### config.mk
export PLATFORM = sky130hd
export DESIGN_NAME = phased_transform_buffer_flat
export DESIGN_NICKNAME = d
export VERILOG_FILES = /design/src/rtl/phased_transform_buffer_if.sv /design/src/rtl/phased_transform_buffer.sv /design/src/flat_wrapper.sv
export SDC_FILE = /design/constraint.sdc
export NUM_CORES = 1
export LEC_CHECK = 0
export ABC_AREA = 1
export CAP_MARGIN = 40
export CORE_MARGIN = 10
export CORE_UTILIZATION = 60
export CTS_CLUSTER_DIAMETER = 60
export DETAILED_ROUTE_END_ITERATION = 8
export GPL_ROUTABILITY_DRIVEN = 1
export HOLD_SLACK_MARGIN = 0.03
export MAX_ROUTING_LAYER = met4
export PLACE_DENSITY_LB_ADDON = 0.1
export SETUP_SLACK_MARGIN = 0.2
export SLEW_MARGIN = 10
export SYNTH_ARGS = -nofsm -noshare
export SYNTH_HDL_FRONTEND = slang
export SYNTH_SLANG_ARGS = --single-unit
export TNS_END_PERCENT = 5
### constraint.sdc
create_clock -name clk -period 12.5 [get_ports clk]
set_input_delay 1.875 -clock clk [delete_from_list [all_inputs] [get_ports clk]]
set_output_delay 1.875 -clock clk [all_outputs]
set_load 0.01 [all_outputs]
### src/rtl/phased_transform_buffer_if.sv
// Bundle of handshake, clear, read-port and status signals for
// phased_transform_buffer.
//   master : drives samples, clear and read requests; observes the status outputs
//   slave  : the buffer itself
// Signals:
//   in_valid/in_ready/in_data : sample handshake (in_ready is combinational)
//   clear                     : single-cycle zero-fill request
//   rd_en/rd_addr             : read request and index
//   rd_data/rd_valid          : registered read data and one-cycle valid pulse
//   phase                     : transform the next accepted sample will receive
//   busy                      : zero-fill in progress
interface phased_transform_buffer_if #(
    parameter int DATA_W = 32,
    parameter int DEPTH  = 4
);
    localparam int AW = $clog2(DEPTH);

    logic              in_valid;
    logic              in_ready;
    logic [DATA_W-1:0] in_data;
    logic              clear;
    logic              rd_en;
    logic [AW-1:0]     rd_addr;
    logic [DATA_W-1:0] rd_data;
    logic              rd_valid;
    logic [1:0]        phase;
    logic              busy;

    modport master (
        output in_valid, in_data, clear, rd_en, rd_addr,
        input  in_ready, rd_data, rd_valid, phase, busy
    );

    modport slave (
        input  in_valid, in_data, clear, rd_en, rd_addr,
        output in_ready, rd_data, rd_valid, phase, busy
    );
endinterface

### src/rtl/phased_transform_buffer.sv
// Phased transform sample buffer.
// Each accepted sample is transformed according to a phase decoded from a
// running accept counter (MOD / DIV2 / SHR / ZERO) and written into a DEPTH-entry
// circular register array two edges after acceptance. A clear request runs a
// DEPTH-cycle sequenced zero-fill. An independent registered read port reads the
// array in any state.
// Ports:
//   clk    : clock, rising edge
//   reset  : asynchronous, active-low reset
//   bus_if : phased_transform_buffer_if.slave (handshake, clear, read port, status)
//
// FSM states:
//   state    | meaning
//   ST_RUN   | normal operation, samples accepted when offered and no clear
//   ST_CLEAR | zero-fill of entries 0..DEPTH-1, one per cycle, input stalled
module phased_transform_buffer #(
    parameter int DATA_W    = 32,
    parameter int DEPTH     = 4,
    parameter int CNT_W     = 8,
    parameter int MOD_VAL   = 5,
    parameter int SHIFT_AMT = 2,
    parameter int TH_DIV    = 128,
    parameter int TH_SHIFT  = 192
) (
    input  logic                     clk,
    input  logic                     reset,
    phased_transform_buffer_if.slave bus_if
);
    localparam int AW = $clog2(DEPTH);

    // Thresholds may equal 2^CNT_W, so compare one bit wider than the counter.
    localparam logic [CNT_W:0]    TH_DIV_W   = (CNT_W+1)'(TH_DIV);
    localparam logic [CNT_W:0]    TH_SHIFT_W = (CNT_W+1)'(TH_SHIFT);
    localparam logic [DATA_W-1:0] MOD_W      = DATA_W'(MOD_VAL);
    localparam logic [AW-1:0]     LAST_IDX   = AW'(DEPTH-1);

    typedef enum logic {ST_RUN, ST_CLEAR} state_e;
    typedef enum logic [1:0] {PH_MOD, PH_DIV2, PH_SHR, PH_ZERO} phase_e;

    state_e            state_q, state_d;
    logic [CNT_W-1:0]  cnt_q, cnt_d;
    logic [AW-1:0]     wr_ptr_q, wr_ptr_d;
    logic [AW-1:0]     clr_idx_q, clr_idx_d;
    logic              stage_valid_q, stage_valid_d;
    logic [DATA_W-1:0] stage_data_q, stage_data_d;
    phase_e            stage_phase_q, stage_phase_d;
    logic [AW-1:0]     stage_ptr_q, stage_ptr_d;
    logic [DATA_W-1:0] mem_q [DEPTH];
    logic [DATA_W-1:0] rd_data_q;
    logic              rd_valid_q;

    logic              in_ready;
    logic              busy;
    logic              clr_start;
    logic              accept;
    phase_e            phase_cur;
    logic [DATA_W-1:0] xform_data;
    logic              wr_en;
    logic [AW-1:0]     wr_addr;
    logic [DATA_W-1:0] wr_data;

    // ------------------------------------------------------------------
    // FSM: state register
    // ------------------------------------------------------------------
    always_ff @(posedge clk or negedge reset) begin
        if (!reset) begin
            state_q <= ST_RUN;
        end else begin
            state_q <= state_d;
        end
    end

    // FSM: next state
    always_comb begin
        state_d = state_q;
        case (state_q)
            ST_RUN:   if (bus_if.clear) state_d = ST_CLEAR;
            ST_CLEAR: if (clr_idx_q == LAST_IDX) state_d = ST_RUN;
            default:  state_d = ST_RUN;
        endcase
    end

    // FSM: outputs. Clear takes priority over a simultaneously offered sample.
    always_comb begin
        in_ready  = 1'b0;
        busy      = 1'b0;
        clr_start = 1'b0;
        case (state_q)
            ST_RUN: begin
                in_ready  = !bus_if.clear;
                clr_start = bus_if.clear;
            end
            ST_CLEAR: begin
                busy = 1'b1;
            end
            default: begin
                in_ready = 1'b0;
            end
        endcase
    end

    assign accept = bus_if.in_valid && in_ready;

    // ------------------------------------------------------------------
    // Phase decode of the current (pre-increment) accept count
    // ------------------------------------------------------------------
    always_comb begin
        if (cnt_q == '0) begin
            phase_cur = PH_MOD;
        end else if ({1'b0, cnt_q} < TH_DIV_W) begin
            phase_cur = PH_DIV2;
        end else if ({1'b0, cnt_q} < TH_SHIFT_W) begin
            phase_cur = PH_SHR;
        end else begin
            phase_cur = PH_ZERO;
        end
    end

    // ------------------------------------------------------------------
    // Counter, write pointer, clear index and stage next-state
    // ------------------------------------------------------------------
    always_comb begin
        cnt_d         = cnt_q;
        wr_ptr_d      = wr_ptr_q;
        stage_valid_d = accept;
        stage_data_d  = stage_data_q;
        stage_phase_d = stage_phase_q;
        stage_ptr_d   = stage_ptr_q;
        clr_idx_d     = busy ? clr_idx_q + AW'(1) : '0;

        if (clr_start) begin
            cnt_d    = '0;
            wr_ptr_d = '0;
        end else if (accept) begin
            cnt_d         = cnt_q + CNT_W'(1);
            wr_ptr_d      = wr_ptr_q + AW'(1);
            stage_data_d  = bus_if.in_data;
            stage_phase_d = phase_cur;
            stage_ptr_d   = wr_ptr_q;
        end
    end

    always_ff @(posedge clk or negedge reset) begin
        if (!reset) begin
            cnt_q         <= '0;
            wr_ptr_q      <= '0;
            clr_idx_q     <= '0;
            stage_valid_q <= 1'b0;
            stage_data_q  <= '0;
            stage_phase_q <= PH_MOD;
            stage_ptr_q   <= '0;
        end else begin
            cnt_q         <= cnt_d;
            wr_ptr_q      <= wr_ptr_d;
            clr_idx_q     <= clr_idx_d;
            stage_valid_q <= stage_valid_d;
            stage_data_q  <= stage_data_d;
            stage_phase_q <= stage_phase_d;
            stage_ptr_q   <= stage_ptr_d;
        end
    end

    // ------------------------------------------------------------------
    // Transform and array write port
    // ------------------------------------------------------------------
    always_comb begin
        case (stage_phase_q)
            PH_MOD:  xform_data = stage_data_q % MOD_W;
            PH_DIV2: xform_data = stage_data_q >> 1;
            PH_SHR:  xform_data = stage_data_q >> SHIFT_AMT;
            default: xform_data = '0;
        endcase
    end

    // A stage write and a clear write never coincide: the last possible stage
    // write lands on the edge that enters CLEAR, and CLEAR blocks new accepts.
    always_comb begin
        wr_en   = 1'b0;
        wr_addr = '0;
        wr_data = '0;
        if (stage_valid_q) begin
            wr_en   = 1'b1;
            wr_addr = stage_ptr_q;
            wr_data = xform_data;
        end else if (busy) begin
            wr_en   = 1'b1;
            wr_addr = clr_idx_q;
        end
    end

    always_ff @(posedge clk or negedge reset) begin
        if (!reset) begin
            for (int i = 0; i < DEPTH; i++) begin
                mem_q[i] <= '0;
            end
        end else if (wr_en) begin
            mem_q[wr_addr] <= wr_data;
        end
    end

    // ------------------------------------------------------------------
    // Registered read port; same-edge write returns the pre-write value
    // ------------------------------------------------------------------
    always_ff @(posedge clk or negedge reset) begin
        if (!reset) begin
            rd_data_q  <= '0;
            rd_valid_q <= 1'b0;
        end else begin
            rd_valid_q <= bus_if.rd_en;
            if (bus_if.rd_en) begin
                rd_data_q <= mem_q[bus_if.rd_addr];
            end
        end
    end

    assign bus_if.in_ready = in_ready;
    assign bus_if.busy     = busy;
    assign bus_if.phase    = phase_cur;
    assign bus_if.rd_data  = rd_data_q;
    assign bus_if.rd_valid = rd_valid_q;
endmodule

### src/flat_wrapper.sv
// flat-port wrapper written by rule: the top's interface ports become plain ports
module phased_transform_buffer_flat 
#(
    parameter int DATA_W    = 32,
    parameter int DEPTH     = 4,
    parameter int CNT_W     = 8,
    parameter int MOD_VAL   = 5,
    parameter int SHIFT_AMT = 2,
    parameter int TH_DIV    = 128,
    parameter int TH_SHIFT  = 192
)
  (clk, reset, bus_if_in_valid, bus_if_in_data, bus_if_clear, bus_if_rd_en, bus_if_rd_addr, bus_if_in_ready, bus_if_rd_data, bus_if_rd_valid, bus_if_phase, bus_if_busy);
  phased_transform_buffer_if #(.DATA_W(DATA_W), .DEPTH(DEPTH)) bus_if_i ();
  input  logic clk;
  input  logic reset;
  input wire logic [$bits(bus_if_i.in_valid)-1:0] bus_if_in_valid;
  input wire logic [$bits(bus_if_i.in_data)-1:0] bus_if_in_data;
  input wire logic [$bits(bus_if_i.clear)-1:0] bus_if_clear;
  input wire logic [$bits(bus_if_i.rd_en)-1:0] bus_if_rd_en;
  input wire logic [$bits(bus_if_i.rd_addr)-1:0] bus_if_rd_addr;
  output wire logic [$bits(bus_if_i.in_ready)-1:0] bus_if_in_ready;
  output wire logic [$bits(bus_if_i.rd_data)-1:0] bus_if_rd_data;
  output wire logic [$bits(bus_if_i.rd_valid)-1:0] bus_if_rd_valid;
  output wire logic [$bits(bus_if_i.phase)-1:0] bus_if_phase;
  output wire logic [$bits(bus_if_i.busy)-1:0] bus_if_busy;
  assign bus_if_i.in_valid = bus_if_in_valid;
  assign bus_if_i.in_data = bus_if_in_data;
  assign bus_if_i.clear = bus_if_clear;
  assign bus_if_i.rd_en = bus_if_rd_en;
  assign bus_if_i.rd_addr = bus_if_rd_addr;
  assign bus_if_in_ready = bus_if_i.in_ready;
  assign bus_if_rd_data = bus_if_i.rd_data;
  assign bus_if_rd_valid = bus_if_i.rd_valid;
  assign bus_if_phase = bus_if_i.phase;
  assign bus_if_busy = bus_if_i.busy;
  phased_transform_buffer #(.DATA_W(DATA_W), .DEPTH(DEPTH), .CNT_W(CNT_W), .MOD_VAL(MOD_VAL), .SHIFT_AMT(SHIFT_AMT), .TH_DIV(TH_DIV), .TH_SHIFT(TH_SHIFT)) u_core (.clk(clk), .reset(reset), .bus_if(bus_if_i));
endmodule
==> summary.txt <==
GRT
  – GRT overflow: 0
  – First-pass GRT wire length: 49200 µm
  – Largest net degree at the start of global routing: 96
  – Vias in the first global route: around 10k
  – Tot GR Track Use: between 20 and 25%
  – Initial antenna violation count: 0

Final layout
  – Fillers: roughly 1.6k
  – Nets@finish: 1735
  – Synth-to-layout area growth: 19.5%
  – Multi-input logic area: between 6000 and 7000 µm²
  – Inserted Diodes: 0
  – Reg area: 5280 µm²
  – Layout Cell Area excl Fill: between 10000 and 15000 µm²
  – Layout cell share with drive strength beyond 1: between 20% and 30%

Clock tree
  – Reg clk slew, reported paths: 0.06 ns
  – TritonCTS buffer count: 25
  – Clock Latency Late Sink: 0.51 ns
  – # clock sinks: around 210
  – Longest Clk Path Bufs: 3
  – CTS root buffer: clkbuf_16
  – H-tree depth: 1
  – Hold_buf cts: 0
  – CTS tree: yes

Synth
  – EDFF count, synth: 0
  – Mapped cell area: 12300 µm²
  – Syn Area/Cell: 7.57 µm²
  – Yosys reg bits: about 210
  – Fraction of registers with async set or reset after synthesis: 100%
  – Main synth FF type: dfrtp_1
  – Sequential share of the synthesized area: between 40% and 50%
  – Cells after Synth: about 1.6k
  – Net count after synthesis: ~1.7k
  – Synth warn: 0
  – Synth unique cells: 49

Timing
  – Setup WS post-layout: roughly 0.78 ns
  – Slew Viols, Final: 0
  – Worst-Margin Slew: roughly 0.82 ns
  – Max transition margin: between 40% and 50%
  – F_max: between 0.08 and 0.09 GHz
  – Min Clock Period, post-route: between 10 and 15 ns
  – Final hold violations: 0
  – Layout Skew: about 0.0052 ns
  – Setup Viol. Count Final: 0
  – Period utilization: between 90% and 100%

Critical path
  – Crit path from: u_core.stage_data_q[30]
  – RR Startpoint: u_core.stage_data_q[30]
  – Worst EP required: about 13 ns
  – Slowest cell on the critical path: dfrtp_2
  – Setup crit end kind: register
  – Worst path max stage delay: around 0.44 ns
  – Arr. time, crit path: ~12 ns
  – CP startpoint kind: register
  – Crit Path Max Fanout: 6
  – Crit path kind: register to register
  – Cell mode on critical path: nand2_2

Placement
  – Placer Congestion: approximately 0.9
  – IO Port Bufs: 75
  – Post-DP Area: 13100 µm²
  – Final HPWL DP: 19600 µm
  – Place WS: about 0.81 ns

Drt
  – Routed len/inst: ~15 µm
  – ANT nets after route: 0
  – DRT Pass-1 Iters: 5
  – DR iter-0 viols: just over 900
  – # DRC: 0
  – Avg Vias per Cell: roughly 5.7
  – Via count: between 10k and 15k
  – WL final: ~31000 µm

Job
  – Max Cap Violations: 0

Hold path
  – Hold_sp: u_core.clr_idx_q[0]
  – Min-Delay Path Class: register to register

Die
  – Starting Density: 60.7%
  – Die Ht: 163 µm
  – Num rows: 52
  – Die Wd: 163 µm
  – Core Box Area: 20200 µm²
  – I/O Pins: between 70 and 80
  – Die area: between 20000 and 30000 µm²

Status
  – Status: complete, no violations
==> layout make-up <==
cell class / instances / area share (%)
Timing Repair Buffer: 118 / 7.84
Tap cell: 270 / 2.31
Sequential cell: 211 / 36.1
Inverter: 135 / 3.67
Clock inverter: 8 / 0.812
Multi-Input combinational cell: 1200 / 44.6
Clock buffer: 33 / 4.68
==> flip-flops by register name, indices dropped and copies added, names as in the netlist <==
name,flops
u_core.bus_if.rd_data,32
u_core.bus_if.rd_valid,1
u_core.clr_idx_q,2
u_core.cnt_q,8
u_core.mem_q,128
u_core.stage_data_q,32
u_core.stage_phase_q,2
u_core.stage_ptr_q,2
u_core.stage_valid_q,1
u_core.state_q,1
u_core.wr_ptr_q,2
==> stage by stage <==
| step | utilization [%] | hold slack (ns) | instances | setup TNS [ns] |
|---|---|---|---|---|
| finish | 72.6 | 0.469 | 1975 | 0 |
| CTS | 68.8 | 0.476 | 1946 | 0 |
| detailed placement | 64.8 | 0.460 | 1905 | 0 |
| global placement | 64.2 | 0.453 | 1899 | 0 |
| floorplan | - | 0.431 | 1618 | 0 |
| global route | 72.6 | 0.492 | 1975 | -3.38 |
==> what timing repair did <==
item                                    CTS  global route
buffers inserted                          0            28
endpoints found under the setup margin    0           128
gates resized for setup                   0           126
==> cells in the mapped netlist, types with 3 or more instances <==
library cell / count / area, µm²
clkinv_2: 4 / 20.0
nand4_1: 17 / 106
dlygate4sd3_1: 18 / 180
buf_2: 5 / 25.0
o21ai_0: 139 / 696
o21ai_1: 84 / 420
buf_4: 7 / 52.6
dfrtp_1: 211 / 5280
nor2_1: 178 / 668
nand2_1: 400 / 1500
inv_1: 93 / 349
clkbuf_1: 32 / 120
a21oi_1: 5 / 25.0
o22ai_1: 6 / 37.5
o221ai_1: 16 / 140
and2_1: 4 / 25.0
clkinv_1: 4 / 15.0
nand2_2: 97 / 607
buf_1: 6 / 22.5
nand2_4: 12 / 135
nor3_1: 3 / 15.0
o21ai_2: 5 / 43.8
a31oi_1: 33 / 206
inv_2: 31 / 116
nand3_1: 133 / 666
o221ai_2: 8 / 120
nand3_2: 26 / 260
nand3b_1: 6 / 45.0
ha_1: 5 / 62.6
==> cell families after synthesis <==
logic type      after synthesis  share of synthesized area, %
fa+ha+maj                     5                         0.511
xor+xnor                      3                         0.327
buf+inv                     208                          7.95
flops                       211                          43.1
mux                           1                         0.112
compound gates              305                          14.4
simple gates                885                          33.6
==> placed cells by master (no fill, tap or decap), drive strengths merged, types with 2 or more instances in the layout <==
cell and count:
inv 128, buf 46, or2 2, nand4 17, clkbuf 34, dfrtp 211
ha 5, xor2 2, nand3b 6, clkinv 11, and2 4, nor3 3
bufinv 3, a31oi 33, a211oi 2, nand2 509, o221ai 24, o21ai 228
o22ai 6, clkdlybuf4s50 71, nand3 162, nor2 182, a22oi 2, a21oi 7
==> critical path, delay by kind of cell, from the launching register on <==
family,cells,cell delay [ns]
fa+ha+maj,1,0.16
simple gates,109,9.67
flops,1,0.44
buf+inv,17,1.33
==> per-layer routing <==
layer	global-route usage, %	wire (µm)	share of wire (%)	up-vias
li1	-	-	-	5489
met1	30.9	14100	46	5368
met2	35.1	14300	47	320
met3	2.98	1810	5.9	31
met4	3.40	309	1.0	0
met5	-	0	0	-
==> path summary, 6_finish.rpt <==
check,endpoint,slack [ns],cells past startpoint
worst min register to register,u_core.clr_idx_q[0],0.47,1
worst max-delay path,u_core.mem_q[96],0.78,127
max in group asynchronous,u_core.mem_q[82],9.69,4
worst max register to register,u_core.mem_q[96],0.78,127
min in group asynchronous,u_core.bus_if.rd_data[31],1.25,1
worst min-delay path,u_core.clr_idx_q[0],0.47,1
Power is not shown: default switching activity piles up to over one toggle a cycle in this logic, so the estimate is an artifact.
